### src/rtl/spi_write_slave.sv
// SPI mode-0 write port: oversamples CS/SCLK/SDATA with clk, assembles 16-bit
// address/data frames and writes them into a parallel-readable register bank.
module spi_write_slave #(
    parameter int unsigned NREG = 4
) (
    input  logic                clk,
    input  logic                rst_n,
    input  logic                cs_n,
    input  logic                sclk,
    input  logic                sdata,
    output logic                wr_en,
    output logic [7:0]          wr_addr,
    output logic [7:0]          wr_data,
    output logic                frame_err,
    output logic                addr_err,
    output logic [NREG*8-1:0]   regs
);

    typedef enum logic [2:0] {StWaitIdle, StIdle, StShift, StCommit, StTail} state_e;

    state_e state_q, state_d;

    // [0],[1]: synchronizer stages; [2]: delayed copy for edge detection
    logic [2:0]  cs_q, sclk_q;
    logic [1:0]  sd_q;
    logic        cs_fall, cs_rise, sclk_rise, cs_high, sd;

    logic [15:0] shift_q, shift_d;
    logic [4:0]  cnt_q, cnt_d;
    logic        tail_q, tail_d;
    logic        wr_en_q, wr_en_d, ferr_q, ferr_d, aerr_q, aerr_d;
    logic [7:0]  wr_addr_q, wr_addr_d, wr_data_q, wr_data_d;
    logic        reg_we, addr_ok;
    logic [NREG*8-1:0] regs_q;

    // Sync cs_n resets low so a frame in progress at reset release is never seen as a CS fall
    always_ff @(posedge clk or negedge rst_n) begin
        if (!rst_n) begin
            cs_q   <= 3'b000;
            sclk_q <= 3'b000;
            sd_q   <= 2'b00;
        end else begin
            cs_q   <= {cs_q[1:0], cs_n};
            sclk_q <= {sclk_q[1:0], sclk};
            sd_q   <= {sd_q[0], sdata};
        end
    end

    assign cs_high   = cs_q[1];
    assign cs_fall   = !cs_q[1] && cs_q[2];
    assign cs_rise   = cs_q[1] && !cs_q[2];
    assign sclk_rise = sclk_q[1] && !sclk_q[2];
    assign sd        = sd_q[1];
    assign addr_ok   = 32'(shift_q[15:8]) < NREG;

    always_ff @(posedge clk or negedge rst_n) begin
        if (!rst_n) state_q <= StWaitIdle;
        else        state_q <= state_d;
    end

    always_comb begin
        state_d = state_q;
        case (state_q)
            StWaitIdle: if (cs_high) state_d = StIdle;
            StIdle:     if (cs_fall) state_d = StShift;
            StShift: begin
                if (cs_rise) state_d = StIdle;
                else if (sclk_rise && cnt_q == 5'd15) state_d = StCommit;
            end
            StCommit:   state_d = StTail;
            StTail:     if (cs_high) state_d = StIdle;
            default:    state_d = StWaitIdle;
        endcase
    end

    always_comb begin
        shift_d   = shift_q;
        cnt_d     = cnt_q;
        tail_d    = tail_q;
        wr_en_d   = 1'b0;
        ferr_d    = 1'b0;
        aerr_d    = 1'b0;
        wr_addr_d = wr_addr_q;
        wr_data_d = wr_data_q;
        reg_we    = 1'b0;
        case (state_q)
            StIdle: begin
                if (cs_fall) begin
                    shift_d = '0;
                    cnt_d   = '0;
                end
            end
            StShift: begin
                if (cs_rise) begin
                    ferr_d = (cnt_q != 5'd0);
                end else if (sclk_rise) begin
                    shift_d = {shift_q[14:0], sd};
                    cnt_d   = cnt_q + 5'd1;
                end
            end
            StCommit: begin
                wr_en_d   = 1'b1;
                wr_addr_d = shift_q[15:8];
                wr_data_d = shift_q[7:0];
                aerr_d    = !addr_ok;
                reg_we    = addr_ok;
                tail_d    = 1'b0;
            end
            StTail: begin
                // Level check also covers a CS rise that landed during the COMMIT cycle
                if (cs_high)        ferr_d = tail_q;
                else if (sclk_rise) tail_d = 1'b1;
            end
            default: ;
        endcase
    end

    always_ff @(posedge clk or negedge rst_n) begin
        if (!rst_n) begin
            shift_q   <= '0;
            cnt_q     <= '0;
            tail_q    <= 1'b0;
            wr_en_q   <= 1'b0;
            ferr_q    <= 1'b0;
            aerr_q    <= 1'b0;
            wr_addr_q <= 8'h00;
            wr_data_q <= 8'h00;
        end else begin
            shift_q   <= shift_d;
            cnt_q     <= cnt_d;
            tail_q    <= tail_d;
            wr_en_q   <= wr_en_d;
            ferr_q    <= ferr_d;
            aerr_q    <= aerr_d;
            wr_addr_q <= wr_addr_d;
            wr_data_q <= wr_data_d;
        end
    end

    always_ff @(posedge clk or negedge rst_n) begin
        if (!rst_n) begin
            regs_q <= '0;
        end else begin
            for (int unsigned i = 0; i < NREG; i++) begin
                if (reg_we && shift_q[15:8] == 8'(i)) regs_q[i*8 +: 8] <= shift_q[7:0];
            end
        end
    end

    assign wr_en     = wr_en_q;
    assign wr_addr   = wr_addr_q;
    assign wr_data   = wr_data_q;
    assign frame_err = ferr_q;
    assign addr_err  = aerr_q;
    assign regs      = regs_q;

endmodule
### config.mk
export PLATFORM = sky130hd
export DESIGN_NAME = spi_write_slave
export DESIGN_NICKNAME = d
export VERILOG_FILES = /design/src/rtl/spi_write_slave.sv
export SDC_FILE = /design/constraint.sdc
export NUM_CORES = 1
export LEC_CHECK = 0
export CORE_MARGIN = 2
export CORE_UTILIZATION = 52
export CTS_BUF_LIST = sky130_fd_sc_hd__clkbuf_16
export DETAILED_ROUTE_END_ITERATION = 10
export GPL_TIMING_DRIVEN = 1
export MAX_ROUTING_LAYER = met4
export PLACE_DENSITY = 0.75
export SYNTH_ARGS = -nofsm -noshare
export SYNTH_HDL_FRONTEND = slang
export SYNTH_SLANG_ARGS = --single-unit
### constraint.sdc
create_clock -name clk -period 2 [get_ports clk]
set_clock_uncertainty 0.05 [all_clocks]
set_input_delay 0.3 -clock clk [delete_from_list [all_inputs] [get_ports clk]]
set_output_delay 0.3 -clock clk [all_outputs]
set_load 0.005 [all_outputs]
; Yosys cells after proc, flatten, opt, wreduce, memory -nomap -nowiden
; Cells that the tools add are included.
[word_totals]
latchBits = 0
output_inout_bits = 51
mem_count = 0
wordCells = 76
ram_bits = 0
reg_bits = 84
romBits = 0
[op_classes]
bitwise_logic = 0
eq_ne = 15
mux = 22
n_mul = 0
add_sub_neg = 1
n_reduce_logical = 21
div_mod_pow = 0
n_lt_le_gt_ge = 1
shift = 0
[ops]
columns = cell, count
row1 = 16-bit 2-to-1 mux, 3
row2 = 16-bit case mux with 2 select lines, 1
row3 = "8-bit by 2-bit == test with 1-bit output, second input constant", 2
row4 = 5-bit 2-to-1 mux, 3
row5 = 3-bit 2-to-1 mux, 4
row6 = 3-bit case mux with 4 select lines, 1
row7 = "2-bit inequality test, second input constant", 5
row8 = 5-bit case mux with 2 select lines, 1
row9 = "8-bit by 1-bit == test with 1-bit output, second input constant", 1
row10 = 1-bit logical AND, 8
row11 = 8-bit zero test, 1
row12 = "8-bit by 3-bit < comparator with 1-bit output, second input constant", 1
row13 = 1-bit 2-to-1 mux, 7
row14 = "3-bit by 2-bit == test with 1-bit output, second input constant", 2
row15 = 3-bit AND reduction, 2
row16 = "5-bit by 1-bit adder with 5-bit output, second input constant", 1
row17 = "5-bit by 4-bit == test with 1-bit output, second input constant", 1
row18 = 5-bit nonzero test, 1
row19 = 1-bit zero test, 4
row20 = 1-bit case mux with 2 select lines, 2
row21 = 4-bit AND reduction, 1
row22 = 2-bit nonzero test, 2
row23 = "3-bit by 1-bit == test with 1-bit output, second input constant", 1
row24 = "3-bit == test, second input constant", 1
row25 = other kinds (4), 4

; Depth between registers and ports, before layout
[depth]
depth_word = 6
ltp_mapped = 7
depth_no_buf = 6

; Worst setup path after synthesis
; Ideal clock, no wire load.
[synth_timing]
kind = register -> register
from = register shift_q[13]
to = register regs_q[24], in the netlist regs[24]
arrival_time_ps = 1610
stages_incl_launch_ff = 5
setup_ps = 125
path_slack_ps = 215
t_required_ps = 1825
period_less_slack_ps = 1785
path_cell_list = dfrtp_1 > nor4_4 > and4_2 > buf_6 > mux2_2
[synth_via]
elab_chain_cells = 3
[synth_rtl]
columns = item, line
row1 = "start, declared", 28  ; logic [15:0] shift_q, shift_d;
row2 = "start signal, assigned", 129  ; shift_q <= shift_d;
row3 = 8-bit by 3-bit < comparator with 1-bit output, 54  ; assign addr_ok = 32'(shift_q[15:8]) < NREG;
row4 = 1-bit 2-to-1 mux, 86  ; case (state_q)
row5 = 1-bit logical AND (*), 145  ; if (reg_we && shift_q[15:8] == 8'(i)) regs_q[i*8 +: 8] <= shift_q[7:0];
row6 = "end signal, assigned by index", 145
row7 = "end, declared", 34  ; logic [NREG*8-1:0] regs_q;
; Mark *: on every way between the ends. The rest lies on a longest branch, timed or not.
; A chain may end at the register's enable or synchronous reset.

; Worst setup path in the final report
[layout_timing]
from = register shift_q[12]
to = register regs_q[14], in the netlist regs[14]
; Same word-level chain as after synthesis.

==> summary.txt <==
Cells and area
  – Multi-input logic area: 1160 um2
  – Commonest non-fill, non-tap cell in the layout: dfrtp_1
  – Diode count: 0
  – Commonest cells after routing, fill and taps aside: 84 x dfrtp_1, 54 x clkdlybuf4s50_1, 48 x mux2_2
  – Layout cells sized above 1: between 20% and 30%
  – Storage element area: about 2100 um2
  – P&R area growth vs syn: 28.6%
  – Fill cells: between 400 and 500
  – Post-Layout Cell Count: 372
  – # nets final: around 300
  – Post-layout util: 68.5%
  – Final Instance Area: 4300 um2

Setup path
  – Setup CP Type: reg2reg
  – CP arrival: around 2.0 ns
  – R2R cell count: 3
  – Required @ worst endpoint: ~2.2 ns
  – Crit-path slowest cell: dfrtp_1
  – CP cell instances: nor4_4 -> nand4_2 -> mux2_2
  – Crit path capture: regs[14]
  – Worst r2r dst: regs[14]
  – Critical Path Source Type: flop
  – Setup crit start: shift_q[12]
  – Crit-path max cell delay: ~0.44 ns
  – Worst R2R Start: shift_q[12]
  – Crit end category: flop
  – R2R setup slack: 0.18 ns
  – Critical path peak fanout: 8

STA
  – Max_slew headroom: 63.8%
  – TNS Setup: 0 ns
  – Final period utilization: 90.9%
  – Setup violations, final: 0
  – Final Slew Violations: 0
  – Slew @ Worst Pin: 0.544 ns
  – Min Clock Period, post-route: 1.82 ns
  – Fmax: 550 MHz
  – Final WS setup: 0.181 ns
  – RSZ-0062 raised after global routing: false
  – Final Hold Viols: 0

Clock network
  – TritonCTS Buffers: 9
  – Post-CTS Setup Bufs: 0
  – CTS max path bufs: 2
  – Clock sink total: 84
  – CTS tree: done
  – Worst-path clk slew: 0.06 ns
  – Gates resized, CTS repair: 0
  – Clock latency on the worst-skew pair: around 0.33 ns
  – Clk root buf: clkbuf_16
  – H-tree depth: 3
  – Hold_buf cts: 1

Die
  – Row count: 29
  – Die Area: around 7100 um2
  – I/O pin total: 56
  – CORE AREA: between 6000 and 7000 um2
  – Starting Density: between 50 and 60%
  – Die Span Y: around 84 um
  – Die Wd: ~84 um

Job
  – Max Cap Viol: 0

Synthesis
  – Ys flop type: dfrtp_1
  – Yosys reg bits: 84
  – Seq/Total Area, Yosys: between 60% and 70%
  – Synth Warn #: 0
  – Mapped Area: ~3300 um2
  – Mapped Avg Cell Area: 15.1 um2
  – Fraction of registers with async set/reset: 100%
  – Post-Synthesis Cells: 221
  – Net Count, Synth: roughly 230
  – Synth unique cells: 39
  – Post-synth EDFFs: 0

Place
  – DP Area: ~4000 um2
  – Gpl congestion: a little over 0.8
  – HPWL Detailed: about 4300 um
  – IO buf count: 55
  – Pre-CTS setup slack: 0.175 ns
  – Placed Cells: 356

Routing
  – Final ANT Viol Nets: 0
  – Routed len/inst: approximately 17 um
  – First DRT Iteration DRCs: 140
  – Pre-Repair DR Iteration Count: 4
  – Routed via count: roughly 2100
  – Vias per cell: around 5.5
  – Final wirelength: roughly 6500 um
  – DR DRC count: 0

Global route
  – M1 GR Usage: 29.7%
  – First-pass GRT wire length: 10800 um
  – Vias in the first global route: 2025
  – Gr busiest metal: met1
  – M2 GR Usage: between 20% and 30%
  – Initial antenna violation count: 0
  – Met3 Resource Use GR: about 5.0%
  – Total gr overflow: 0
  – Total track usage: around 21%
  – Largest net degree at the start of global routing: 43

Power
  – P_leak: roughly 2.0 nW
  – Worst VDD drop: just under 600 uV
  – PwrDens: roughly 900 nW/um2

Min path
  – Min-delay worst type: reg2reg

Run status
  – Outcome: finished clean
flip-flops by register name, summed over array words and instances, names as in the netlist, 2 cells and up:
register	cells
cnt_q	5
wr_addr	8
sclk_q	3
shift_q	16
state_q	3
wr_data	8
cs_q	3
regs	32
sd_q	2
worst min-delay path by stage:
stage	from	end	cells after the start
2_1_floorplan	rst_n	addr_err	0
3_3_place_gp	rst_n	addr_err	1
3_5_place_dp	rst_n	wr_addr[4]	1
4_1_cts	sclk_q[0]	sclk_q[1]	0
5_1_grt	cs_q[0]	cs_q[1]	0
6_report	sclk_q[0]	sclk_q[1]	0
cells in the mapped netlist (2+ instances only):
library cell   n  area share, %
a221o_1        2           0.60
nor2_1         7           0.79
buf_6          3            1.0
ha_1           3            1.1
nor2b_1        6            1.1
a22o_2         2           0.60
inv_1          5           0.56
nand2_1        3           0.34
dfrtp_1       84             63
buf_4          2           0.45
nand2b_1       4           0.75
and3_1         3           0.56
a22o_1        15            3.9
o21ai_0        3           0.45
buf_2          3           0.45
mux2_2        48             16
nand3_1        4           0.60
nand4_4        2            1.3
a31oi_1        2           0.37
metrics by stage:
step                hold WS, ns  total power [mW]
finish                    0.293              3.85
global route              0.301              4.03
CTS                       0.299              3.88
detailed placement        0.269              2.44
global placement          0.269              2.43
floorplan               -0.0456              2.23
routing by layer:
layer,vias to the layer above,wire length [um]
met5,-,0
met4,0,116
met3,9,293
met2,63,3080
met1,1032,2960
li1,948,-
final cells by class:
| type | count | share of cell area (%) |
|---|---|---|
| clock buffers | 9 | 5.24 |
| clock inverters | 6 | 0.756 |
| multi-input cells | 123 | 26.9 |
| inverters | 6 | 0.524 |
| flip-flops and latches | 84 | 48.9 |
| repair buffers | 67 | 15.5 |
| well taps | 77 | 2.24 |
power by group:
part / internal, mW / switching (mW)
combinational: 0.260 / 0.280
sequential: 1.78 / 0.0903
clock: 0.820 / 0.623
logic make-up after synthesis:
logic type / after synthesis / share of synthesized area, %
fa+ha+maj: 3 / 1.12
flops: 84 / 62.9
simple gates: 41 / 9.47
compound gates: 30 / 7.52
buf+inv: 14 / 2.58
mux: 49 / 16.5
critical path: cells and delay by family, from the launching register on:
family | cells | cell delay (ns)
and+or+nand+nor | 2 | 0.79
muxes | 1 | 0.41
DFF | 1 | 0.44
Power figures use the tool's default switching activity.
